<file path="config.mk">
export PLATFORM = sky130hd
export DESIGN_NAME = gigatron_pad_serializer
export DESIGN_NICKNAME = d
export VERILOG_FILES = /design/src/rtl/gigatron_input_pkg.sv /design/src/rtl/pad_key_fifo.sv /design/src/rtl/gigatron_pad_serializer.sv
export SDC_FILE = /design/constraint.sdc
export NUM_CORES = 1
export LEC_CHECK = 0
export ABC_AREA = 1
export CORE_AREA = 2 2 108 110
export DETAILED_ROUTE_END_ITERATION = 10
export DIE_AREA = 0 0 110 112
export PLACE_DENSITY = 0.56
export SLEW_MARGIN = 40
export SYNTH_ARGS = -nofsm -noshare
export SYNTH_HDL_FRONTEND = slang
export SYNTH_SLANG_ARGS = --single-unit
</file>
<file path="constraint.sdc">
create_clock -name clk_sys -period 2.77 [get_ports clk_sys]
set_input_delay 0.831 -clock clk_sys [delete_from_list [all_inputs] [get_ports clk_sys]]
set_output_delay 0.831 -clock clk_sys [all_outputs]
set_load 0.1 [all_outputs]
</file>
<file path="src/rtl/gigatron_input_pkg.sv">
// Shared types and constants for the Gigatron controller input path.
// Pad bytes are active-low on the serial side; joystick bits are 1 = pressed.
package gigatron_input_pkg;

  localparam logic [7:0] IDLE_BYTE = 8'hFF;

  typedef enum logic [1:0] {
    PS_IDLE,
    PS_HOLD,
    PS_GAP
  } pad_state_t;

  localparam int BTN_A      = 7;
  localparam int BTN_B      = 6;
  localparam int BTN_SELECT = 5;
  localparam int BTN_START  = 4;
  localparam int BTN_UP     = 3;
  localparam int BTN_DOWN   = 2;
  localparam int BTN_LEFT   = 1;
  localparam int BTN_RIGHT  = 0;

  // Pressed buttons pull their bit low on top of the key byte.
  function automatic logic [7:0] merge_pad(input logic [7:0] key_byte,
                                           input logic [7:0] joy_byte);
    return key_byte & ~joy_byte;
  endfunction

endpackage

</file>
<file path="src/rtl/pad_key_fifo.sv">
// Show-ahead synchronous keystroke FIFO; pop data valid whenever !empty.
// Pushes are ignored while full and pops while empty; simultaneous push/pop keeps the level.
module pad_key_fifo #(
  parameter int FIFO_DEPTH = 8,
  localparam int AW = $clog2(FIFO_DEPTH),
  localparam int LW = $clog2(FIFO_DEPTH + 1)
) (
  input  logic          clk_sys,
  input  logic          reset,
  input  logic          push,
  input  logic [7:0]    push_dat,
  input  logic          pop,
  output logic [7:0]    pop_dat,
  output logic [LW-1:0] level,
  output logic          full,
  output logic          empty
);

  logic [7:0]    mem_q [FIFO_DEPTH];
  logic [7:0]    mem_d [FIFO_DEPTH];
  logic [AW-1:0] wr_ptr_q, wr_ptr_d;
  logic [AW-1:0] rd_ptr_q, rd_ptr_d;
  logic [LW-1:0] level_q, level_d;
  logic          do_push, do_pop;

  assign full    = (level_q == LW'(FIFO_DEPTH));
  assign empty   = (level_q == '0);
  assign level   = level_q;
  assign pop_dat = mem_q[rd_ptr_q];
  assign do_push = push & ~full;
  assign do_pop  = pop & ~empty;

  always_comb begin
    mem_d    = mem_q;
    wr_ptr_d = wr_ptr_q;
    rd_ptr_d = rd_ptr_q;
    level_d  = level_q;
    if (do_push) begin
      mem_d[wr_ptr_q] = push_dat;
      wr_ptr_d        = wr_ptr_q + AW'(1);
    end
    if (do_pop) begin
      rd_ptr_d = rd_ptr_q + AW'(1);
    end
    // Power-of-two depth lets the pointers wrap naturally.
    if (do_push && !do_pop) begin
      level_d = level_q + LW'(1);
    end else if (do_pop && !do_push) begin
      level_d = level_q - LW'(1);
    end
  end

  always_ff @(posedge clk_sys) begin
    if (reset) begin
      wr_ptr_q <= '0;
      rd_ptr_q <= '0;
      level_q  <= '0;
    end else begin
      wr_ptr_q <= wr_ptr_d;
      rd_ptr_q <= rd_ptr_d;
      level_q  <= level_d;
    end
  end

  always_ff @(posedge clk_sys) begin
    mem_q <= mem_d;
  end

endmodule

</file>
<file path="src/rtl/gigatron_pad_serializer.sv">
// Famicom-style serial pad for the Gigatron: merges joystick and queued keystrokes.
// Pin edge to famicom_data change is 2 cycles; key_ready drops only while the queue is full.
module gigatron_pad_serializer
  import gigatron_input_pkg::*;
#(
  parameter int FIFO_DEPTH  = 8,
  parameter int HOLD_FRAMES = 3,
  parameter int GAP_FRAMES  = 2,
  localparam int LW = $clog2(FIFO_DEPTH + 1)
) (
  input  logic          clk_sys,
  input  logic          reset,
  input  logic          key_valid,
  input  logic [7:0]    key_ascii,
  output logic          key_ready,
  input  logic [7:0]    joy_byte,
  input  logic          famicom_latch,
  input  logic          famicom_pulse,
  output logic          famicom_data,
  output logic [LW-1:0] fifo_level,
  output logic          busy
);

  localparam int CNT_MAX = (HOLD_FRAMES > GAP_FRAMES) ? HOLD_FRAMES : GAP_FRAMES;
  localparam int CW      = $clog2(CNT_MAX + 1);

  logic          lat_q, lat_qq, pul_q, pul_qq;
  logic [7:0]    sr_q, sr_d;
  pad_state_t    state_q, state_d;
  logic [7:0]    cur_key_q, cur_key_d;
  logic [CW-1:0] frame_cnt_q, frame_cnt_d;

  logic          fifo_push, fifo_pop, fifo_full, fifo_empty;
  logic [7:0]    fifo_dat;
  logic [7:0]    key_byte, pad_byte;
  logic          frame_tick, pul_rise;

  assign key_ready = ~fifo_full;
  assign fifo_push = key_valid & key_ready;

  pad_key_fifo #(
    .FIFO_DEPTH(FIFO_DEPTH)
  ) u_fifo (
    .clk_sys (clk_sys),
    .reset   (reset),
    .push    (fifo_push),
    .push_dat(key_ascii),
    .pop     (fifo_pop),
    .pop_dat (fifo_dat),
    .level   (fifo_level),
    .full    (fifo_full),
    .empty   (fifo_empty)
  );

  assign frame_tick = ~lat_q & lat_qq;
  assign pul_rise   = pul_q & ~pul_qq;
  assign key_byte   = (state_q == PS_HOLD) ? cur_key_q : IDLE_BYTE;
  assign pad_byte   = merge_pad(key_byte, joy_byte);

  always_comb begin
    state_d     = state_q;
    frame_cnt_d = frame_cnt_q;
    cur_key_d   = cur_key_q;
    fifo_pop    = 1'b0;
    case (state_q)
      PS_IDLE: begin
        if (!fifo_empty) begin
          fifo_pop    = 1'b1;
          cur_key_d   = fifo_dat;
          frame_cnt_d = '0;
          state_d     = PS_HOLD;
        end
      end
      PS_HOLD: begin
        if (frame_tick) begin
          if (frame_cnt_q == CW'(HOLD_FRAMES - 1)) begin
            frame_cnt_d = '0;
            state_d     = PS_GAP;
          end else begin
            frame_cnt_d = frame_cnt_q + CW'(1);
          end
        end
      end
      PS_GAP: begin
        if (frame_tick) begin
          if (frame_cnt_q == CW'(GAP_FRAMES - 1)) begin
            frame_cnt_d = '0;
            state_d     = PS_IDLE;
          end else begin
            frame_cnt_d = frame_cnt_q + CW'(1);
          end
        end
      end
      default: state_d = PS_IDLE;
    endcase
  end

  // Latch wins over pulse; shifted-in 1s keep extra pulses reading as released.
  always_comb begin
    sr_d = sr_q;
    if (lat_q) begin
      sr_d = pad_byte;
    end else if (pul_rise) begin
      sr_d = {sr_q[6:0], 1'b1};
    end
  end

  always_ff @(posedge clk_sys) begin
    if (reset) begin
      lat_q       <= 1'b0;
      lat_qq      <= 1'b0;
      pul_q       <= 1'b0;
      pul_qq      <= 1'b0;
      sr_q        <= IDLE_BYTE;
      state_q     <= PS_IDLE;
      cur_key_q   <= IDLE_BYTE;
      frame_cnt_q <= '0;
    end else begin
      lat_q       <= famicom_latch;
      lat_qq      <= lat_q;
      pul_q       <= famicom_pulse;
      pul_qq      <= pul_q;
      sr_q        <= sr_d;
      state_q     <= state_d;
      cur_key_q   <= cur_key_d;
      frame_cnt_q <= frame_cnt_d;
    end
  end

  assign famicom_data = sr_q[7];
  assign busy         = (state_q != PS_IDLE) || (fifo_level != '0);

endmodule

</file>
==> flow_metrics.py, run 1 <==
metrics = {
    "outcome": {
        "status": "completed",
    },
    "cells_and_area": {
        "layout_commonest_cell": "nand2_1",
        "final_area_mm2": 0.00505,
        "syn2layout_area_growth_pct": 16.7,
        "multi_input_area_mm2": 0.00147,
        "layout_common_cells": "nand2_1, nor2_1, edfxtp_1",
        "diodes": 0,
        "drive_gt1_frac": 0.104,
        "ff_latch_area_mm2": 0.00261,
        "final_net_count": 530,
        "nFillCells": 1075,
    },
    "critical_path": {
        "cp-start-kind": "input pin",
        "worstReg2RegStart": "state_q[0]$_SDFFE_PP0P_",
        "r2r_end": "u_fifo.level[3]$_SDFFE_PP0P_",
        "cp.required_ns": 3.04,
        "rrSetupSlack_ns": 0.46,
        "r2r_cells": 12,
        "endpoint_kind": "flop",
        "arrival_ns": 2.62,
        "cp_max_fo": 4,
        "critPathKind": "input pin to flop",
    },
    "timing": {
        "tightest_slew_ns": 0.740,
        "slew_headroom": 0.506,
        "finalHoldViolations": 0,
        "setup_viol": 0,
        "holdWs_ns": 0.451,
        "finalCriticalPeriod_ns": 2.35,
        "drv_slew": 0,
        "rsz0062_at_grt": "no",
        "fmax_ghz": 0.426,
        "clock_skew_ns": 0.00648,
        "fin_crit_sh": 0.848,
        "setup-tns-final_ns": 0,
    },
    "placed_design": {
        "port_buffers": 27,
        "place_congestion": 0.777,
        "hpwlAfterDp_um": 5960,
        "placed_area_mm2": 0.00476,
    },
    "route": {
        "drt_iter0_drc": 208,
        "vias": 3047,
        "vias_per_cell": 4.72,
        "antenna_left": 0,
        "drtPass1Iterations": 4,
        "avgRoutedWirePerCell_um": 13.3,
        "route.detailed.drc": 0,
        "finalWirelength_um": 8590,
    },
    "clocking": {
        "cts_setup_buffers": 0,
        "cts_sinks": 98,
        "cts_tree": "done",
        "cts_resized": 0,
        "numCtsBuffers": 9,
        "worstSkewPairLatency_ns": 0.34,
        "clkSlewWorstSetupHoldPaths_ns": 0.06,
        "hold_buffers": 0,
        "cts_buffer_depth": 2,
        "cts_root_buf": "clkbuf_16",
        "h-tree-depth": 3,
    },
    "global_routing": {
        "grt_pass1_vias": 2930,
        "grt_use_total": 0.150,
        "grt.overflow.total": 0,
        "grt_max_degree": 35,
        "antenna_found_initial": 0,
        "grt_pass1_wl_um": 14200,
    },
    "synthesis": {
        "syn-instance-count": 462,
        "synth.distinct_cells": 28,
        "synth-seq-cells": 98,
        "syn_nets": 495,
        "yosysSeqAreaShare": 0.601,
        "ys_warn_count": 0,
        "synth_area_mm2": 0.00433,
        "syn_area_per_cell_um2": 9.37,
    },
    "power": {
        "p_sw_uw": 1870,
        "pwr_density_cell_mw_per_mm2": 969,
        "switching_share": 0.383,
        "peakVddDrop_v": 0.000606,
        "p_comb_frac": 0.361,
        "clock_power_share": 0.250,
        "p_leak_uw": 0.00206,
        "p_seq_frac": 0.389,
        "p_int_uw": 3020,
    },
    "min_path": {
        "min_delay_path_depth": 2,
        "hold_start": "pul_q$_SDFF_PP0_",
        "hp-class": "flop to flop",
        "holdPathEnd": "pul_qq$_SDFF_PP0_",
    },
    "die": {
        "core_mm2": 0.0112,
        "die_w_um": 110,
        "row_count": 39,
        "io-pin-count": 28,
        "die_area_mm2": 0.0123,
        "start_util": 0.387,
        "chipHeight_um": 112,
    },
    "job": {
        "cap_violations": 0,
    },
}
## metrics by stage
stage                util  std cells  total power, µW  worst slack [ns]
detailed placement  0.426        629             3720            0.0792
finish              0.452        645             4890             0.422
CTS                 0.452        645             4960             0.425
floorplan               -        462             3330             0.183
global placement    0.426        629             3680             0.106
global route        0.452        645             5250             0.308
## cells in the mapped netlist
cell | n | area (µm²)
clkinv_1 | 1 | 3.75
nor2_2 | 1 | 6.26
o21ai_2 | 2 | 17.5
nand4_1 | 1 | 6.26
xor2_1 | 2 | 17.5
nor3_1 | 1 | 5.00
dfxtp_1 | 34 | 681
buf_1 | 1 | 3.75
nand2_1 | 131 | 492
fa_1 | 1 | 20.0
or2_2 | 1 | 6.26
or2_4 | 1 | 8.76
a21oi_1 | 17 | 85.1
buf_6 | 8 | 90.1
inv_2 | 3 | 11.3
buf_4 | 3 | 22.5
o21ai_1 | 3 | 15.0
nand3_1 | 38 | 190
nor2_1 | 70 | 263
inv_1 | 28 | 105
nand3_2 | 2 | 20.0
a21oi_2 | 1 | 8.76
ha_1 | 11 | 138
edfxtp_1 | 64 | 1920
nand2_2 | 2 | 12.5
inv_6 | 1 | 8.76
o21ai_0 | 30 | 150
buf_2 | 4 | 20.0
## registers in the layout (all words and copies together), names as in the netlist
name and count:
u_fifo.level 4, pul_q 1, cur_key_q 8, sr_q 8, u_fifo.mem_q 64, u_fifo.rd_ptr_q 3
u_fifo.wr_ptr_q 3, state_q 2, frame_cnt_q 2, lat_q 1, pul_qq 1, lat_qq 1
## per-layer routing
metal  GRT usage  part of all wire  up-vias
li1            -                 -     1591
met1       0.202              0.49     1404
met2       0.236              0.47       44
met3      0.0363             0.035        8
met4      0.0515             0.012        0
met5           0                 0        -
## worst max-delay path: stages
cell,delay [ns]
clkdlybuf4s50_1,0.48
nand2_2,0.06
inv_1,0.07
ha_1,0.16
inv_1,0.09
ha_1,0.30
or2_2,0.31
nand2_1,0.07
nand2_1,0.04
nand2_1,0.05
nand2_1,0.04
a21oi_1,0.11
## kinds of logic after synthesis
group / Yosys count / synth area share
flip-flops: 98 / 0.601
adder cells (fa/ha/maj): 12 / 0.0364
AND/OR/NAND/NOR: 248 / 0.233
AO/OA/AOI/OAI: 53 / 0.0639
buffers and inverters: 49 / 0.0613
XOR/XNOR: 2 / 0.00405
## power groups by stage
stage	clock network [µW]	logic, µW	registers, µW
after floorplan	0	1300	2030
after global placement	0	1750	1930
after detailed placement	0	1780	1940
after CTS	1260	1790	1910
after global routing	1320	2000	1930
final	1220	1760	1910
## how the worst max path moves through the flow
stage	slack, ns	startpoint	depth (start not counted)	endpoint
finish	0.42	key_valid	12	u_fifo.level[3]$_SDFFE_PP0P_
global route	0.31	state_q[0]$_SDFFE_PP0P_	12	u_fifo.level[3]$_SDFFE_PP0P_
CTS	0.43	key_valid	12	u_fifo.level[3]$_SDFFE_PP0P_
detailed placement	0.08	key_valid	12	u_fifo.level[3]$_SDFFE_PP0P_
floorplan	0.18	u_fifo.level[0]$_SDFFE_PP0P_	13	u_fifo.level[3]$_SDFFE_PP0P_
global placement	0.11	key_valid	12	u_fifo.level[3]$_SDFFE_PP0P_
## area by class of cell
type | count | share of cell area
Multi-Input combinational cell | 315 | 0.291
Timing Repair Buffer | 40 | 0.0743
Inverter | 33 | 0.0255
Clock buffer | 10 | 0.0453
Tap cell | 143 | 0.0354
Sequential cell | 98 | 0.516
Clock inverter | 6 | 0.0126
Note: power is estimated with default switching activity, not from simulation.
==> run 2: changes to the inputs <==
--- a/config.mk
+++ b/config.mk
@@ -9,7 +9,7 @@
 export CORE_AREA = 2 2 108 110
 export DETAILED_ROUTE_END_ITERATION = 10
 export DIE_AREA = 0 0 110 112
-export PLACE_DENSITY = 0.56
+export PLACE_DENSITY = 0.58
 export SLEW_MARGIN = 40
 export SYNTH_ARGS = -nofsm -noshare
 export SYNTH_HDL_FRONTEND = slang
==> constraint.sdc (replaced) <==
create_clock -name clk_sys -period 1.9 [get_ports clk_sys]
set_input_delay 0.57 -clock clk_sys [delete_from_list [all_inputs] [get_ports clk_sys]]
set_output_delay 0.57 -clock clk_sys [all_outputs]
set_load 0.1 [all_outputs]
==> run 2 against run 1 <==
Compared with the run above:
- combinational power increased by 76%
- flip-flop and latch count unchanged
- design area grew 4.9%
- global-route usage increased by 1.2 points
- power grew 56%
- utilization rose by 2.2 points
- critical endpoint is now busy
==> flow_metrics.py, run 2 (synthesis results as in run 1) <==
metrics = {
    "global_routing": {
        "grt_pass1_wl_um": 15000,
        "antenna_found_initial": 0,
        "grt_max_degree": 35,
        "grt.overflow.total": 0,
        "grt_pass1_vias": 2996,
        "grt_use_total": 0.162,
    },
    "clocking": {
        "h-tree-depth": 3,
        "cts_buffer_depth": 2,
        "cts_sinks": 98,
        "clkSlewWorstSetupHoldPaths_ns": 0.07,
        "numCtsBuffers": 9,
        "cts_root_buf": "clkbuf_16",
        "cts_tree": "done",
        "worstSkewPairLatency_ns": 0.34,
    },
    "route": {
        "drtPass1Iterations": 4,
        "finalWirelength_um": 9430,
        "vias_per_cell": 4.81,
        "vias": 3127,
        "route.detailed.drc": 0,
        "antenna_left": 0,
        "drt_iter0_drc": 218,
        "avgRoutedWirePerCell_um": 14.5,
    },
    "critical_path": {
        "critPathKind": "flop to output port",
        "cp.required_ns": 1.33,
        "crit_chain": "nor2_4, buf_4, nand3_4, buf_12",
        "worstReg2RegStart": "u_fifo.level[0]$_SDFFE_PP0P_",
        "cp_max_fo": 6,
        "r2r_cells": 13,
        "cp-start-kind": "flop",
        "arrival_ns": 1.26,
        "cp_slowest_cell": "dfxtp_4",
        "slowest_delay_ns": 0.35,
        "endpoint_kind": "output port",
        "cp-startpoint": "u_fifo.level[0]$_SDFFE_PP0P_",
    },
    "outcome": {
        "status": "completed",
    },
    "cells_and_area": {
        "final_net_count": 535,
        "drive_gt1_frac": 0.156,
        "largest_reg_flops": 64,
        "layout_common_cells": "nand2_1, edfxtp_1, nor2_1",
        "syn2layout_area_growth_pct": 22.4,
        "nFillCells": 1044,
        "diodes": 0,
        "multi_input_area_mm2": 0.00158,
        "reg_top3": "u_fifo.mem_q (64), cur_key_q (8), sr_q (8)",
        "top_register": "u_fifo.mem_q",
        "layout_commonest_cell": "nand2_1",
        "ff_latch_area_mm2": 0.00262,
        "fin_cells": 650,
        "post-route-util": 0.474,
    },
    "timing": {
        "drv_slew": 0,
        "finalCriticalPeriod_ns": 1.83,
        "fmax_ghz": 0.545,
        "setup_viol": 0,
        "clock_skew_ns": 0.00693,
        "finalHoldViolations": 0,
        "tightest_slew_ns": 0.456,
        "slew_headroom": 0.695,
        "fin_crit_sh": 0.966,
    },
    "placed_design": {
        "hpwlAfterDp_um": 6530,
        "place_congestion": 0.857,
        "port_buffers": 27,
        "dp_cells": 633,
    },
    "min_path": {
        "hp-class": "flop to flop",
        "hold_start": "pul_q$_SDFF_PP0_",
        "min_delay_path_depth": 2,
    },
    "job": {
        "cap_violations": 0,
    },
    "power": {
        "pwr_density_cell_mw_per_mm2": 1450,
        "peakVddDrop_v": 0.000988,
        "p_leak_uw": 0.00214,
    },
    "die": {
        "io-pin-count": 28,
        "row_count": 39,
        "die_w_um": 110,
        "core_mm2": 0.0112,
        "die_area_mm2": 0.0123,
        "chipHeight_um": 112,
        "start_util": 0.387,
    },
}
## run 2: critical path, delay by kind of cell, from the launching register on
kind                   cells  cell delay (ns)
flip-flops                 1             0.35
buffers and inverters      2             0.33
AND/OR/NAND/NOR            2             0.24
## run 2: power by group
part	switching (µW)	internal (µW)	total, µW
clock	779	1030	1810
combinational	1960	1130	3100
sequential	195	2560	2750
## run 2: timing repair
item                       in CTS  in global routing
hold buffers                    0                  0
pin swaps                       0                  4
resized for setup               4                  6
setup buffers                   0                  1
setup endpoints to repair       1                  2
## run 2: stage by stage
| step | power, µW | TNS (ns) | setup slack (ns) | hold slack [ns] | cell area [µm²] |
|---|---|---|---|---|---|
| 2_1_floorplan | 4990 | -0.707 | -0.313 | 0.428 | 4430 |
| 3_5_place_dp | 5790 | -14.94 | -0.321 | 0.454 | 4960 |
| 4_1_cts | 7680 | 0 | 0.00701 | 0.466 | 5280 |
| 5_1_grt | 8180 | -0.0156 | -0.0156 | 0.477 | 5300 |
| 3_3_place_gp | 5750 | -14.57 | -0.309 | 0.448 | 4960 |
| 6_report | 7660 | 0 | 0.0652 | 0.460 | 5300 |
## run 2: routing by layer
layer,global-route usage,routed length [µm]
met5,0,0
met4,0.0473,131
met3,0.0416,397
met2,0.270,4720
met1,0.205,4180
## run 2: worst paths after layout
check,endpoint,slack [ns]
hold / removal,pul_qq$_SDFF_PP0_,0.46
setup / recovery,busy,0.07
hold reg to reg,pul_qq$_SDFF_PP0_,0.46
setup reg to reg,u_fifo.level[3]$_SDFFE_PP0P_,0.13
## run 2: area by class of cell
type                    count  area share
well taps                 143      0.0338
multi-input cells         315       0.297
repair buffers             45      0.0926
inverters                  33      0.0253
clock buffers               9      0.0425
flip-flops and latches     98       0.494
clock inverters             7      0.0142
==> run 3: changes to the inputs <==
--- a/config.mk
+++ b/config.mk
@@ -6,10 +6,11 @@
 export NUM_CORES = 1
 export LEC_CHECK = 0
 export ABC_AREA = 1
-export CORE_AREA = 2 2 108 110
+export CORE_AREA = 5 5 94 132
 export DETAILED_ROUTE_END_ITERATION = 10
-export DIE_AREA = 0 0 110 112
-export PLACE_DENSITY = 0.58
+export DIE_AREA = 0 0 99 137
+export PLACE_DENSITY = 0.59
+export SKIP_CTS_REPAIR_TIMING = 1
 export SLEW_MARGIN = 40
 export SYNTH_ARGS = -nofsm -noshare
 export SYNTH_HDL_FRONTEND = slang
==> run 3 against run 2 <==
Compared with the run above:
- power grew 0.59%
- die area grew 10%
- clock power grew 6%
- maximum frequency shrank 0.26%
- flip-flop and latch count is the same
- final cell count grew 0.46%
- combinational power shrank 3%
- largest power group unchanged
- via count grew 1.2%
- setup slack lost 0.0048 ns
- utilization grew 0.43 points
- global-route usage shrank 1.1 points
- critical path depth is the same
==> flow_metrics.py, run 3 (synthesis results as in run 1) <==
metrics = {
    "die": {
        "core_mm2": 0.0111,
        "chipHeight_um": 137,
        "row_count": 46,
        "start_util": 0.390,
        "die_w_um": 99,
        "io-pin-count": 28,
        "die_area_mm2": 0.0136,
    },
    "global_routing": {
        "use_met1": 0.168,
        "antenna_found_initial": 0,
        "grt_use_met3": 0.0331,
        "grt_pass1_vias": 3170,
        "grt_pass1_wl_um": 15700,
        "grt_use_total": 0.151,
        "busiest_layer": "met2",
        "grt_max_degree": 35,
        "use_met2": 0.274,
        "grt.overflow.total": 0,
    },
    "route": {
        "drt_iter0_drc": 180,
        "antenna_left": 0,
        "avgRoutedWirePerCell_um": 14.6,
        "route.detailed.drc": 0,
        "finalWirelength_um": 9520,
        "drtPass1Iterations": 4,
        "vias_per_cell": 4.84,
        "vias": 3163,
    },
    "timing": {
        "holdWs_ns": 0.460,
        "finalCriticalPeriod_ns": 1.84,
        "fmax_ghz": 0.544,
        "rsz0062_at_grt": "no",
        "fin_crit_sh": 0.968,
        "drv_slew": 0,
        "tightest_slew_ns": 0.501,
        "slew_headroom": 0.665,
        "finalHoldViolations": 0,
        "setup-tns-final_ns": 0,
        "setup_viol": 0,
        "clock_skew_ns": 0.00710,
    },
    "cells_and_area": {
        "largest_reg_flops": 64,
        "nFillCells": 1036,
        "syn2layout_area_growth_pct": 22.7,
        "diodes": 0,
        "layout_common_cells": "nand2_1, edfxtp_1, nor2_1",
        "multi_input_area_mm2": 0.00157,
        "reg_top3": "u_fifo.mem_q (64), cur_key_q (8), sr_q (8)",
        "ff_latch_area_mm2": 0.00262,
        "top_register": "u_fifo.mem_q",
        "drive_gt1_frac": 0.153,
        "layout_commonest_cell": "nand2_1",
        "final_net_count": 537,
    },
    "placed_design": {
        "place_congestion": 0.890,
        "port_buffers": 27,
        "hpwlAfterDp_um": 7020,
    },
    "clocking": {
        "clkSlewWorstSetupHoldPaths_ns": 0.07,
        "cts_root_buf": "clkbuf_16",
        "h-tree-depth": 3,
        "worstSkewPairLatency_ns": 0.34,
        "numCtsBuffers": 9,
        "cts_buffer_depth": 2,
        "cts_sinks": 98,
        "cts_tree": "done",
    },
    "outcome": {
        "status": "completed",
    },
    "critical_path": {
        "cp-start-kind": "flop",
        "cp.required_ns": 1.33,
        "cp_max_fo": 6,
        "r2r_cells": 13,
        "endpoint_kind": "output port",
        "arrival_ns": 1.27,
        "critPathKind": "flop to output port",
    },
    "power": {
        "p_leak_uw": 0.00214,
        "pwr_density_cell_mw_per_mm2": 1450,
        "p_total_uw": 7700,
        "peakVddDrop_v": 0.000587,
    },
    "min_path": {
        "hp-class": "flop to flop",
        "min_delay_path_depth": 2,
    },
    "job": {
        "cap_violations": 0,
    },
}
-- run 3: stage by stage --
| step | setup WS [ns] | utilization | area, µm² | instances |
|---|---|---|---|---|
| floorplan | -0.313 | - | 4430 | 462 |
| global placement | -0.317 | 0.446 | 4950 | 635 |
| detailed placement | -0.310 | 0.446 | 4950 | 635 |
| CTS | -0.106 | 0.475 | 5270 | 651 |
| global route | 0.00519 | 0.478 | 5310 | 653 |
| finish | 0.0605 | 0.478 | 5310 | 653 |
-- run 3: path summary, 6_finish.rpt --
kind	to	start	slack (ns)
worst max register to register	u_fifo.level[3]$_SDFFE_PP0P_	u_fifo.level[0]$_SDFFE_PP0P_	0.14
worst min register to register	pul_qq$_SDFF_PP0_	pul_q$_SDFF_PP0_	0.46
worst max-delay path	busy	u_fifo.level[0]$_SDFFE_PP0P_	0.06
worst min-delay path	pul_qq$_SDFF_PP0_	pul_q$_SDFF_PP0_	0.46
-- run 3: layout make-up --
type | instances | share of cell area
sequential | 98 | 0.493
multi-input combinational | 315 | 0.295
inverter | 33 | 0.0252
clock buffer | 10 | 0.0431
tap | 144 | 0.0339
timing repair buffer | 47 | 0.0928
clock inverter | 6 | 0.0170
-- run 3: worst max-delay path: stages, from the launching register on --
cell and delay (ns):
dfxtp_4 0.35, nor2_4 0.15, buf_4 0.14, nand3_4 0.09, buf_12 0.19
-- run 3: power breakdown --
part | leakage (µW) | switching, µW | internal, µW
clock network | 0.000149 | 760 | 1160
logic | 0.00113 | 1900 | 1100
registers | 0.000866 | 228 | 2560
-- run 3: metal layers --
metal,routed length [µm],share of wire,up-vias
met5,0,0,-
met4,160,0.017,0
met3,418,0.044,11
met2,5110,0.54,82
met1,3830,0.40,1456
li1,-,-,1614
